### src/rtl/fifo_ctrl_gen_if.sv
// Request/status bundle between the FIFO user, the RAM and fifo_ctrl_gen.
// The slave side is the controller; the master side is its environment.
interface fifo_ctrl_gen_if #(
    parameter int ADDR_W = 4,
    parameter int DATA_W = 8
);
    logic              read;
    logic              write;
    logic              flush;
    logic              clear_err;
    logic [DATA_W-1:0] front_value;
    logic              wr_en;
    logic              rd_en;
    logic [ADDR_W-1:0] read_addr;
    logic [ADDR_W-1:0] write_addr;
    logic [ADDR_W:0]   count;
    logic              empty;
    logic              full;
    logic              almost_empty;
    logic              almost_full;
    logic [DATA_W-1:0] read_value;
    logic              read_valid;
    logic              overflow;
    logic              underflow;

    modport slave (
        input  read, write, flush, clear_err, front_value,
        output wr_en, rd_en, read_addr, write_addr, count,
        output empty, full, almost_empty, almost_full,
        output read_value, read_valid, overflow, underflow
    );

    modport master (
        output read, write, flush, clear_err, front_value,
        input  wr_en, rd_en, read_addr, write_addr, count,
        input  empty, full, almost_empty, almost_full,
        input  read_value, read_valid, overflow, underflow
    );
endinterface

### src/rtl/fifo_ctrl_gen.sv
// FIFO pointer/occupancy controller for a 2**ADDR_W-entry dual-port RAM,
// with almost flags, same-cycle read+write, flush and sticky error flags.
module fifo_ctrl_gen #(
    parameter int                ADDR_W      = 4,
    parameter int                DATA_W      = 8,
    parameter int                AFULL_TH    = (1 << ADDR_W) - 2,
    parameter int                AEMPTY_TH   = 2,
    parameter logic [DATA_W-1:0] EMPTY_VALUE = '0
) (
    input logic            clk,
    input logic            reset,
    fifo_ctrl_gen_if.slave bus
);
    localparam logic [ADDR_W:0] DEPTH  = {1'b1, {ADDR_W{1'b0}}};
    localparam logic [ADDR_W:0] AF_LIM = AFULL_TH[ADDR_W:0];
    localparam logic [ADDR_W:0] AE_LIM = AEMPTY_TH[ADDR_W:0];

    logic [ADDR_W-1:0] rd_ptr_q, rd_ptr_d;
    logic [ADDR_W-1:0] wr_ptr_q, wr_ptr_d;
    logic [ADDR_W:0]   count_q, count_d;
    logic [DATA_W-1:0] read_value_q, read_value_d;
    logic              read_valid_q, read_valid_d;
    logic              overflow_q, overflow_d;
    logic              underflow_q, underflow_d;

    logic empty, full, rd_en, wr_en;
    logic underflow_ev, overflow_ev;

    always_comb begin
        empty        = (count_q == '0);
        full         = (count_q == DEPTH);
        rd_en        = bus.read & ~empty & ~bus.flush;
        wr_en        = bus.write & (~full | rd_en) & ~bus.flush;
        underflow_ev = bus.read & empty & ~bus.flush;
        overflow_ev  = bus.write & full & ~rd_en & ~bus.flush;
    end

    always_comb begin
        rd_ptr_d     = rd_ptr_q;
        wr_ptr_d     = wr_ptr_q;
        count_d      = count_q;
        read_value_d = read_value_q;
        read_valid_d = 1'b0;
        overflow_d   = overflow_q;
        underflow_d  = underflow_q;

        if (bus.flush) begin
            rd_ptr_d = '0;
            wr_ptr_d = '0;
            count_d  = '0;
        end else begin
            if (rd_en) rd_ptr_d = rd_ptr_q + 1'b1;
            if (wr_en) wr_ptr_d = wr_ptr_q + 1'b1;
            unique case ({wr_en, rd_en})
                2'b10:   count_d = count_q + 1'b1;
                2'b01:   count_d = count_q - 1'b1;
                default: count_d = count_q;
            endcase
        end

        if (rd_en) begin
            read_value_d = bus.front_value;
            read_valid_d = 1'b1;
        end else if (underflow_ev) begin
            read_value_d = EMPTY_VALUE;
        end

        // Clear first so an error in the same cycle keeps the flag set.
        if (bus.clear_err) begin
            overflow_d  = 1'b0;
            underflow_d = 1'b0;
        end
        if (overflow_ev)  overflow_d  = 1'b1;
        if (underflow_ev) underflow_d = 1'b1;
    end

    always_ff @(posedge clk or negedge reset) begin
        if (!reset) begin
            rd_ptr_q     <= '0;
            wr_ptr_q     <= '0;
            count_q      <= '0;
            read_value_q <= EMPTY_VALUE;
            read_valid_q <= 1'b0;
            overflow_q   <= 1'b0;
            underflow_q  <= 1'b0;
        end else begin
            rd_ptr_q     <= rd_ptr_d;
            wr_ptr_q     <= wr_ptr_d;
            count_q      <= count_d;
            read_value_q <= read_value_d;
            read_valid_q <= read_valid_d;
            overflow_q   <= overflow_d;
            underflow_q  <= underflow_d;
        end
    end

    assign bus.rd_en        = rd_en;
    assign bus.wr_en        = wr_en;
    assign bus.read_addr    = rd_ptr_q;
    assign bus.write_addr   = wr_ptr_q;
    assign bus.count        = count_q;
    assign bus.empty        = empty;
    assign bus.full         = full;
    assign bus.almost_empty = (count_q <= AE_LIM);
    assign bus.almost_full  = (count_q >= AF_LIM);
    assign bus.read_value   = read_value_q;
    assign bus.read_valid   = read_valid_q;
    assign bus.overflow     = overflow_q;
    assign bus.underflow    = underflow_q;
endmodule

### src/flat_wrapper.sv
// flat-port wrapper written by rule: the top's interface ports become plain ports
module fifo_ctrl_gen_flat 
#(
    parameter int                ADDR_W      = 4,
    parameter int                DATA_W      = 8,
    parameter int                AFULL_TH    = (1 << ADDR_W) - 2,
    parameter int                AEMPTY_TH   = 2,
    parameter logic [DATA_W-1:0] EMPTY_VALUE = '0
)
  (clk, reset, bus_read, bus_write, bus_flush, bus_clear_err, bus_front_value, bus_wr_en, bus_rd_en, bus_read_addr, bus_write_addr, bus_count, bus_empty, bus_full, bus_almost_empty, bus_almost_full, bus_read_value, bus_read_valid, bus_overflow, bus_underflow);
  fifo_ctrl_gen_if #(.ADDR_W(ADDR_W), .DATA_W(DATA_W)) bus_i ();
  input logic clk;
  input logic reset;
  input wire logic [$bits(bus_i.read)-1:0] bus_read;
  input wire logic [$bits(bus_i.write)-1:0] bus_write;
  input wire logic [$bits(bus_i.flush)-1:0] bus_flush;
  input wire logic [$bits(bus_i.clear_err)-1:0] bus_clear_err;
  input wire logic [$bits(bus_i.front_value)-1:0] bus_front_value;
  output wire logic [$bits(bus_i.wr_en)-1:0] bus_wr_en;
  output wire logic [$bits(bus_i.rd_en)-1:0] bus_rd_en;
  output wire logic [$bits(bus_i.read_addr)-1:0] bus_read_addr;
  output wire logic [$bits(bus_i.write_addr)-1:0] bus_write_addr;
  output wire logic [$bits(bus_i.count)-1:0] bus_count;
  output wire logic [$bits(bus_i.empty)-1:0] bus_empty;
  output wire logic [$bits(bus_i.full)-1:0] bus_full;
  output wire logic [$bits(bus_i.almost_empty)-1:0] bus_almost_empty;
  output wire logic [$bits(bus_i.almost_full)-1:0] bus_almost_full;
  output wire logic [$bits(bus_i.read_value)-1:0] bus_read_value;
  output wire logic [$bits(bus_i.read_valid)-1:0] bus_read_valid;
  output wire logic [$bits(bus_i.overflow)-1:0] bus_overflow;
  output wire logic [$bits(bus_i.underflow)-1:0] bus_underflow;
  assign bus_i.read = bus_read;
  assign bus_i.write = bus_write;
  assign bus_i.flush = bus_flush;
  assign bus_i.clear_err = bus_clear_err;
  assign bus_i.front_value = bus_front_value;
  assign bus_wr_en = bus_i.wr_en;
  assign bus_rd_en = bus_i.rd_en;
  assign bus_read_addr = bus_i.read_addr;
  assign bus_write_addr = bus_i.write_addr;
  assign bus_count = bus_i.count;
  assign bus_empty = bus_i.empty;
  assign bus_full = bus_i.full;
  assign bus_almost_empty = bus_i.almost_empty;
  assign bus_almost_full = bus_i.almost_full;
  assign bus_read_value = bus_i.read_value;
  assign bus_read_valid = bus_i.read_valid;
  assign bus_overflow = bus_i.overflow;
  assign bus_underflow = bus_i.underflow;
  fifo_ctrl_gen #(.ADDR_W(ADDR_W), .DATA_W(DATA_W), .AFULL_TH(AFULL_TH), .AEMPTY_TH(AEMPTY_TH), .EMPTY_VALUE(EMPTY_VALUE)) u_core (.clk(clk), .reset(reset), .bus(bus_i));
endmodule
### config.mk
export PLATFORM = sky130hd
export DESIGN_NAME = fifo_ctrl_gen_flat
export DESIGN_NICKNAME = d
export VERILOG_FILES = /design/src/rtl/fifo_ctrl_gen_if.sv /design/src/rtl/fifo_ctrl_gen.sv /design/src/flat_wrapper.sv
export SDC_FILE = /design/constraint.sdc
export NUM_CORES = 1
export LEC_CHECK = 0
export ABC_AREA = 1
export CORE_MARGIN = 2
export CORE_UTILIZATION = 40
export DETAILED_ROUTE_END_ITERATION = 6
export PLACE_DENSITY = 0.72
export SETUP_SLACK_MARGIN = 0.05
export SLEW_MARGIN = 20
export SYNTH_ARGS = -nofsm -noshare
export SYNTH_HDL_FRONTEND = slang
export SYNTH_SLANG_ARGS = --single-unit
### constraint.sdc
create_clock -name clk -period 3.4 [get_ports clk]
set_input_delay 0.34 -clock clk [delete_from_list [all_inputs] [get_ports clk]]
set_output_delay 0.34 -clock clk [all_outputs]
set_load 0.03 [all_outputs]
==> flow_metrics.env, run 1 <==
export IMPL_htree_levels=1
export IMPL_crit_type="in -> out"
export IMPL_layout_cells_non_filler=242
export IMPL_fp_row_count=20
export IMPL_r2r_cells=13
export IMPL_cts_hold_buf=0
export IMPL_cts_buffers=3
export IMPL_post_cts_resized=0
export IMPL_finalSetupViolations=0
export IMPL_fin_setup_tns_ns=0
export IMPL_critPathRequiredTime_ns=3.06
export IMPL_post_cts_buffers=0
export IMPL_via_count=1134
export IMPL_p_sw_frac=0.296
export IMPL_syn_nets=171
export IMPL_synth_cell_types=24
export IMPL_status="finished with violations"
export IMPL_grt_usage=0.175
export IMPL_p_int_uw=498
export IMPL_synth_avg_cell_area_um2=8.69
export IMPL_ir_drop_mv=0.248
export IMPL_ys_ff_latch=24
export IMPL_p_clk_frac=0.285
export IMPL_start_util=0.426
export IMPL_power_density_nw_per_um2=382
export IMPL_core_area_um2=3080
export IMPL_routed_wl_mm=2.91
export IMPL_port_buffer_count=43
export IMPL_cts_root_buf="clkbuf_4"
export IMPL_path_max_fanout=13
export IMPL_rsz0062_at_grt="false"
export IMPL_grt_max_degree=25
export IMPL_power_leakage_nw=0.931
export IMPL_clock_skew_final_ns=0.00766
export IMPL_clock_path_buffers=2
export IMPL_drc=0
export IMPL_start_kind="input pin"
export IMPL_cap_violations=0
export IMPL_drive_gt1_frac=0.126
export IMPL_insertion_delay_ns=0.31
export IMPL_dieWidth_um=61.3
export IMPL_die_h_um=61.3
export IMPL_syn_to_final_growth_pct=40.9
export IMPL_violations="negative hold slack"
export IMPL_drtIter0Drc=39
export IMPL_dieArea_um2=3760
export IMPL_hold_ws_ns=-0.0130
export IMPL_final_hold_viol_count=24
export IMPL_dpl_cell_count=238
export IMPL_synth_compound_gate_area_share=0.0839
export IMPL_grt_pass1_vias=1174
export IMPL_hpwl_mm=2.29
export IMPL_crit_path_end_kind="output pin"
export IMPL_antenna_found_initial=0
export IMPL_worst_slew_pin_slew_ns=0.530
export IMPL_n_antenna_cell=0
export IMPL_synth_top_family_by_area="simple AND/OR/NAND/NOR gates"
export IMPL_slew_headroom=0.647
export IMPL_r2r_start="u_core.bus.count[1]$_DFFE_PN0P_"
export IMPL_cts_sinks=24
export IMPL_final_antenna_net_count=0
export IMPL_synth_area_um2=1310
export IMPL_hold_path_class="in -> async"
export IMPL_synth_cells=151
export IMPL_ff2ff_setup_slack_ns=1.36
export IMPL_vias_per_cell=4.69
export IMPL_synthSimpleGateAreaFrac=0.317
export IMPL_routedWlPerCell_um=12.0
export IMPL_place_gp_congestion=0.856
export IMPL_synth_xor_area_frac=0.0267
export IMPL_power_frac_comb=0.260
export IMPL_crit_arrival_ns=2.19
export IMPL_post_route_min_period_ns=2.53
export IMPL_fmax_ghz=0.396
export IMPL_cts_tree="yes"
export IMPL_grt_first_pass_wirelength_mm=4.93
export IMPL_clk_pin_slew_ns=0.13
export IMPL_finalCritPeriodShare=0.743
export IMPL_p_sw_uw=209
export IMPL_maxSlewViolCount=0
export IMPL_muxShareOfSynthArea=0
export IMPL_io_pins=44
export IMPL_r2r_end="u_core.bus.count[4]$_DFFE_PN0P_"
export IMPL_grt_ovfl_total=0
export IMPL_synth_adder_area_share=0.0629
export IMPL_firstDrtPassIters=4
export IMPL_seq_area_frac_synth=0.458
export IMPL_power_frac_seq=0.455
export IMPL_nets=219
export IMPL_yosysWarnings=0
## power by group through the flow
stage | registers, mW | clock network [mW] | logic, mW
final | 0.322 | 0.202 | 0.184
after detailed placement | 0.326 | 0 | 0.186
after global routing | 0.325 | 0.220 | 0.199
after CTS | 0.321 | 0.209 | 0.187
after floorplan | 0.363 | 0 | 0.0641
after global placement | 0.327 | 0 | 0.183
## state kept, by name, summed over array words and instances (netlist names)
| name | cells |
|---|---|
| u_core.bus.read_valid | 1 |
| u_core.bus.count | 5 |
| u_core.bus.read_addr | 4 |
| u_core.bus.read_value | 8 |
| u_core.bus.underflow | 1 |
| u_core.bus.overflow | 1 |
| u_core.bus.write_addr | 4 |
## stage by stage
stage / setup WS (ns) / total power, mW / util / cell area [um2]
6_report: 0.874 / 0.707 / 0.601 / 1850
5_1_grt: 0.796 / 0.744 / 0.601 / 1850
4_1_cts: 0.854 / 0.717 / 0.602 / 1850
3_5_place_dp: 0.866 / 0.512 / 0.585 / 1800
3_3_place_gp: 0.919 / 0.510 / 0.585 / 1800
2_1_floorplan: 0.877 / 0.427 / - / 1310
## Yosys cell counts (all sizes together)
master	n	area, um2
o21ai	14	70.1
nand2	50	198
fa	1	20.0
nand3b	2	15.0
nor3	1	5.00
clkbuf	1	3.75
a21oi	4	31.3
inv	17	63.8
nand3	18	125
ha	5	62.6
a2111oi	1	8.76
xor2	3	26.3
nor2	9	73.8
dfrtp	24	601
xnor2	1	8.76
## routing by layer
| metal | GRT usage | vias up | share of wire |
|---|---|---|---|
| met4 | 0.0435 | 0 | 0.0034 |
| met5 | 0 | - | 0 |
| met1 | 0.226 | 522 | 0.44 |
| met2 | 0.295 | 33 | 0.48 |
| li1 | - | 577 | - |
| met3 | 0.0420 | 2 | 0.072 |
## critical path: stages
cell	delay, ns
clkdlybuf4s50_1	0.41
buf_4	0.20
nor2_4	0.19
nor2_2	0.08
nor2_4	0.15
nand2_2	0.08
inv_2	0.06
clkdlybuf4s50_1	0.67
## cell families after synthesis
| logic type | count (synthesis) |
|---|---|
| buffers and inverters | 18 |
| XOR/XNOR | 4 |
| AND/OR/NAND/NOR | 80 |
| AO/OA/AOI/OAI | 19 |
| flip-flops | 24 |
| adder cells (fa/ha/maj) | 6 |
## area by class of cell
type / instances / area [um2]
fillers: 254 / 1230
multi-input cells: 109 / 644
flip-flops and latches: 24 / 601
repair buffers: 44 / 433
inverters: 17 / 63.8
well taps: 44 / 55.1
clock inverters: 1 / 30.0
clock buffers: 3 / 22.5
## worst max-delay path by stage
stage / depth (start not counted) / from / slack (ns) / end
floorplan: 1 / u_core.bus.count[0]$_DFFE_PN0P_ / 0.88 / bus_almost_empty
global placement: 8 / bus_flush / 0.92 / bus_wr_en
detailed placement: 8 / bus_flush / 0.87 / bus_wr_en
CTS: 8 / bus_flush / 0.85 / bus_wr_en
global route: 8 / bus_flush / 0.80 / bus_wr_en
finish: 8 / bus_flush / 0.87 / bus_wr_en
## cell usage in the layout (no fill, tap or decap), types with 2 or more instances in the layout
master	n
inv_1	11
o21ai_1	2
clkbuf_4	3
nand2_1	48
inv_2	6
nand3_4	2
nor2_4	5
clkdlybuf4s50_1	42
ha_1	5
nand3_2	2
xor2_1	3
dfrtp_1	24
nand3b_1	2
o21ai_0	12
nor2_1	3
nand3_1	14
a21oi_1	3
Note: power is estimated with default switching activity, not from simulation.
==> inputs of run 2 (changes only) <==
Settings changed: PLACE_DENSITY 0.72 to 0.74.
Clock period 3.4 ns to 2.2 ns, I/O delays scaled along.
==> flow_metrics.env, run 2 (same netlist as run 1, synthesis figures left out) <==
export IMPL_clk_pin_slew_ns=0.13
export IMPL_rsz0062_at_grt="false"
export IMPL_grt_ovfl_total=0
export IMPL_final_core_utilization=0.611
export IMPL_routed_wl_mm=3.03
export IMPL_fp_row_count=20
export IMPL_crit_arrival_ns=1.84
export IMPL_place_gp_congestion=0.916
export IMPL_syn_to_final_growth_pct=43.2
export IMPL_clock_path_buffers=2
export IMPL_p_int_uw=693
export IMPL_n_antenna_cell=0
export IMPL_cts_tree="yes"
export IMPL_cap_violations=0
export IMPL_start_kind="flip-flop"
export IMPL_post_cts_buffers=0
export IMPL_vias_per_cell=4.88
export IMPL_finalCritPeriodShare=0.936
export IMPL_power_density_nw_per_um2=542
export IMPL_crit_type="reg -> out"
export IMPL_clock_skew_final_ns=0.00335
export IMPL_drtIter0Drc=64
export IMPL_die_h_um=61.3
export IMPL_final_antenna_net_count=0
export IMPL_grt_pass1_vias=1182
export IMPL_drc=0
export IMPL_cts_buffers=3
export IMPL_insertion_delay_ns=0.31
export IMPL_power_leakage_nw=0.940
export IMPL_power_mw=1.02
export IMPL_maxSlewViolCount=0
export IMPL_hpwl_mm=2.32
export IMPL_layout_common_cells="48 x nand2_1, 40 x clkdlybuf4s50_1, 20 x dfrtp_1"
export IMPL_ir_drop_mv=0.503
export IMPL_dieWidth_um=61.3
export IMPL_cts_root_buf="clkbuf_4"
export IMPL_final_common_cell="nand2_1"
export IMPL_start_util=0.426
export IMPL_power_frac_comb=0.288
export IMPL_io_pins=44
export IMPL_final_hold_viol_count=0
export IMPL_p_sw_frac=0.320
export IMPL_nFillCells=279
export IMPL_core_area_um2=3080
export IMPL_grt_max_degree=25
export IMPL_routedWlPerCell_um=12.3
export IMPL_via_count=1201
export IMPL_power_frac_seq=0.486
export IMPL_status="completed"
export IMPL_nets=223
export IMPL_fin_area_um2=1880
export IMPL_slew_headroom=0.782
export IMPL_post_route_min_period_ns=2.06
export IMPL_hold_path_class="in -> async"
export IMPL_antenna_found_initial=0
export IMPL_firstDrtPassIters=4
export IMPL_fmax_ghz=0.486
export IMPL_finalSetupViolations=0
export IMPL_htree_levels=1
export IMPL_largest_reg_flops=8
export IMPL_dpl_cell_area_um2=1830
export IMPL_cts_sinks=24
export IMPL_crit_path_end_kind="output pin"
export IMPL_path_max_fanout=6
export IMPL_critPathRequiredTime_ns=1.98
export IMPL_fin_setup_tns_ns=0
export IMPL_port_buffer_count=43
export IMPL_p_clk_frac=0.226
export IMPL_p_sw_uw=326
export IMPL_worst_slew_pin_slew_ns=0.325
export IMPL_dieArea_um2=3760
export IMPL_drive_gt1_frac=0.173
export IMPL_grt_usage=0.186
export IMPL_grt_first_pass_wirelength_mm=5.15
## run 2: cell types whose count changed in the layout (fill, tap and decap cells not counted), moves of 2 or more
cell	before	now
clkdlybuf4s50_1	42	40
dfrtp_1	24	20
dfrtp_2	0	4
buf_4	1	7
## run 2: power by group through the flow
stage / registers (mW) / clock network [mW] / logic, mW
floorplan: 0.561 / 0 / 0.0993
global placement: 0.502 / 0 / 0.291
detailed placement: 0.502 / 0 / 0.296
CTS: 0.495 / 0.239 / 0.296
global route: 0.500 / 0.263 / 0.317
finish: 0.495 / 0.230 / 0.294
## run 2: worst paths after layout
kind                            cells past startpoint                            startpoint                                    to  slack (ns)
worst max-delay path                                4       u_core.bus.count[0]$_DFFE_PN0P_                              bus_full        0.14
worst min-delay path                                2                                 reset      u_core.bus.underflow$_DFFE_PN0P_        0.25
worst max register to register                     13       u_core.bus.count[0]$_DFFE_PN0P_       u_core.bus.count[4]$_DFFE_PN0P_        0.22
worst min register to register                      2  u_core.bus.read_value[7]$_DFFE_PN0P_  u_core.bus.read_value[7]$_DFFE_PN0P_        0.52
max in group asynchronous                           2                                 reset       u_core.bus.count[0]$_DFFE_PN0P_        1.70
min in group clk                                    3                    bus_front_value[7]  u_core.bus.read_value[7]$_DFFE_PN0P_        0.43
## run 2: area by class of cell
type                    count  area, um2  area share
repair buffers             48        462       0.246
inverters                  17       63.8      0.0340
clock buffers               4       36.3      0.0193
flip-flops and latches     24        606       0.322
well taps                  44       55.1      0.0293
multi-input cells         109        657       0.350
## run 2: critical path, stage by stage (launching register included)
cell             delay (ns)
dfrtp_2                0.48
nor2_4                 0.16
nand3_2                0.14
inv_1                  0.08
clkdlybuf4s50_1        0.66
## run 2: routing by layer
metal	share of wire	vias up	routed length (um)	global-route usage
li1	-	593	-	-
met1	0.42	561	1270	0.229
met2	0.49	45	1490	0.321
met3	0.085	2	257	0.0567
met4	0.0050	0	15	0.0435
met5	0	-	0	0
## run 2: timing repair
| action | 4_1_cts | 5_1_grt |
|---|---|---|
| resized for setup | 1 | 6 |
| hold buffers | 0 | 0 |
| endpoints found under the setup margin | 1 | 3 |
## run 2: through the flow
step	hold WS (ns)	std cells	setup slack, ns
finish	0.246	246	0.141
global route	0.248	246	0.0443
CTS	0.256	246	0.0969
detailed placement	0.495	242	0.0225
global placement	0.485	242	0.0997
floorplan	-0.0756	151	0.181
==> inputs of run 3 (changes only) <==
Settings changed: CORE_MARGIN 2 to unset.
==> flow_metrics.env, run 3 (same netlist as run 1, synthesis figures left out) <==
export IMPL_start_util=0.426
export IMPL_grt_first_pass_wirelength_mm=5.07
export IMPL_dieWidth_um=59.3
export IMPL_clock_path_buffers=2
export IMPL_clock_skew_final_ns=0.00796
export IMPL_finalSetupViolations=0
export IMPL_grt_usage=0.194
export IMPL_power_density_nw_per_um2=544
export IMPL_layout_cells_non_filler=247
export IMPL_place_gp_congestion=0.885
export IMPL_use_met3=0.0349
export IMPL_grt_pass1_vias=1198
export IMPL_crit_arrival_ns=1.85
export IMPL_path_max_fanout=5
export IMPL_routed_wl_mm=3.06
export IMPL_finalCritPeriodShare=0.943
export IMPL_antenna_found_initial=0
export IMPL_htree_levels=1
export IMPL_cts_root_buf="clkbuf_4"
export IMPL_final_common_cell="nand2_1"
export IMPL_routedWlPerCell_um=12.4
export IMPL_hpwl_mm=2.40
export IMPL_p_sw_frac=0.321
export IMPL_firstDrtPassIters=4
export IMPL_largest_reg_flops=8
export IMPL_top_usage_layer="met2"
export IMPL_p_int_uw=692
export IMPL_power_frac_comb=0.288
export IMPL_die_h_um=59.3
export IMPL_clk_pin_slew_ns=0.13
export IMPL_start_kind="flip-flop"
export IMPL_use_met1=0.233
export IMPL_power_frac_seq=0.486
export IMPL_layout_common_cells="48 x nand2_1, 40 x clkdlybuf4s50_1, 23 x dfrtp_1"
export IMPL_io_pins=44
export IMPL_ir_drop_mv=0.348
export IMPL_fin_setup_tns_ns=0
export IMPL_post_route_min_period_ns=2.07
export IMPL_cts_hold_buf=0
export IMPL_syn_to_final_growth_pct=42.9
export IMPL_crit_path_end_kind="output pin"
export IMPL_insertion_delay_ns=0.31
export IMPL_worst_slew_pin_slew_ns=0.328
export IMPL_cts_tree="yes"
export IMPL_slew_headroom=0.780
export IMPL_cap_violations=0
export IMPL_power_mw=1.02
export IMPL_via_count=1200
export IMPL_drc=0
export IMPL_n_antenna_cell=0
export IMPL_p_sw_uw=327
export IMPL_drtIter0Drc=43
export IMPL_maxSlewViolCount=0
export IMPL_nets=224
export IMPL_final_core_utilization=0.609
export IMPL_critPathRequiredTime_ns=1.98
export IMPL_port_buffer_count=43
export IMPL_final_antenna_net_count=0
export IMPL_hold_path_class="in -> async"
export IMPL_fp_row_count=20
export IMPL_cts_sinks=24
export IMPL_final_hold_viol_count=0
export IMPL_vias_per_cell=4.86
export IMPL_core_area_um2=3080
export IMPL_dieArea_um2=3510
export IMPL_nFillCells=294
export IMPL_power_leakage_nw=0.949
export IMPL_status="completed"
export IMPL_fmax_ghz=0.482
export IMPL_p_clk_frac=0.227
export IMPL_drive_gt1_frac=0.163
export IMPL_cts_buffers=3
export IMPL_multi_input_area_um2=649
export IMPL_rsz0062_at_grt="false"
export IMPL_ff_latch_area_um2=602
export IMPL_grt_max_degree=25
export IMPL_crit_type="reg -> out"
export IMPL_dpl_cell_count=243
export IMPL_use_met2=0.326
export IMPL_post_cts_buffers=0
export IMPL_grt_ovfl_total=0
run 3: cell types whose count changed in the layout (fill, tap and decap cells not counted):
cell	before	now
nand3_2	1	2
dfrtp_1	20	23
buf_4	7	8
dfrtp_2	4	1
nand3_4	3	2
run 3: path summary, 6_finish.rpt:
check / start / to / slack, ns / cells after the start
min in group clk: bus_front_value[7] / u_core.bus.read_value[7]$_DFFE_PN0P_ / 0.43 / 3
max: u_core.bus.count[1]$_DFFE_PN0P_ / bus_full / 0.13 / 4
min: reset / u_core.bus.read_addr[3]$_DFFE_PN0P_ / 0.26 / 2
max in group asynchronous: reset / u_core.bus.count[0]$_DFFE_PN0P_ / 1.68 / 2
max reg2reg: u_core.bus.count[1]$_DFFE_PN0P_ / u_core.bus.count[4]$_DFFE_PN0P_ / 0.22 / 13
min reg2reg: u_core.bus.read_addr[2]$_DFFE_PN0P_ / u_core.bus.read_addr[2]$_DFFE_PN0P_ / 0.51 / 1
run 3: power by group through the flow:
stage,clock (mW),sequential [mW],combinational [mW]
detailed placement,0,0.504,0.295
finish,0.231,0.495,0.293
global route,0.254,0.500,0.318
global placement,0,0.503,0.291
floorplan,0,0.561,0.0993
CTS,0.237,0.496,0.297
run 3: critical path: stages, from the launching register on:
cell and delay [ns]:
dfrtp_1 0.48, nor2_4 0.17, nand3_2 0.15, inv_1 0.08, clkdlybuf4s50_1 0.66
run 3: per-stage QoR:
step                      area [um2]  setup slack, ns  hold WS [ns]
final                           1880            0.125         0.256
after global routing            1880           0.0695         0.262
after CTS                       1870            0.114         0.268
after detailed placement        1840           0.0332         0.490
after global placement          1840            0.156         0.483
after floorplan                 1310            0.181       -0.0756
run 3: final cells by class:
type | count | area share
Inverter | 17 | 0.0340
Sequential cell | 24 | 0.321
Multi-Input combinational cell | 109 | 0.346
Timing Repair Buffer | 49 | 0.250
Tap cell | 44 | 0.0294
Clock buffer | 4 | 0.0193
run 3: metal layers:
metal	up-vias	part of all wire
met4	0	0.018
met1	563	0.42
met2	38	0.50
met5	-	0
li1	593	-
met3	6	0.062
run 3: timing repair:
action	in CTS	in global routing
resized for setup	1	2
endpoints found under the setup margin	1	2
gates cloned	0	0
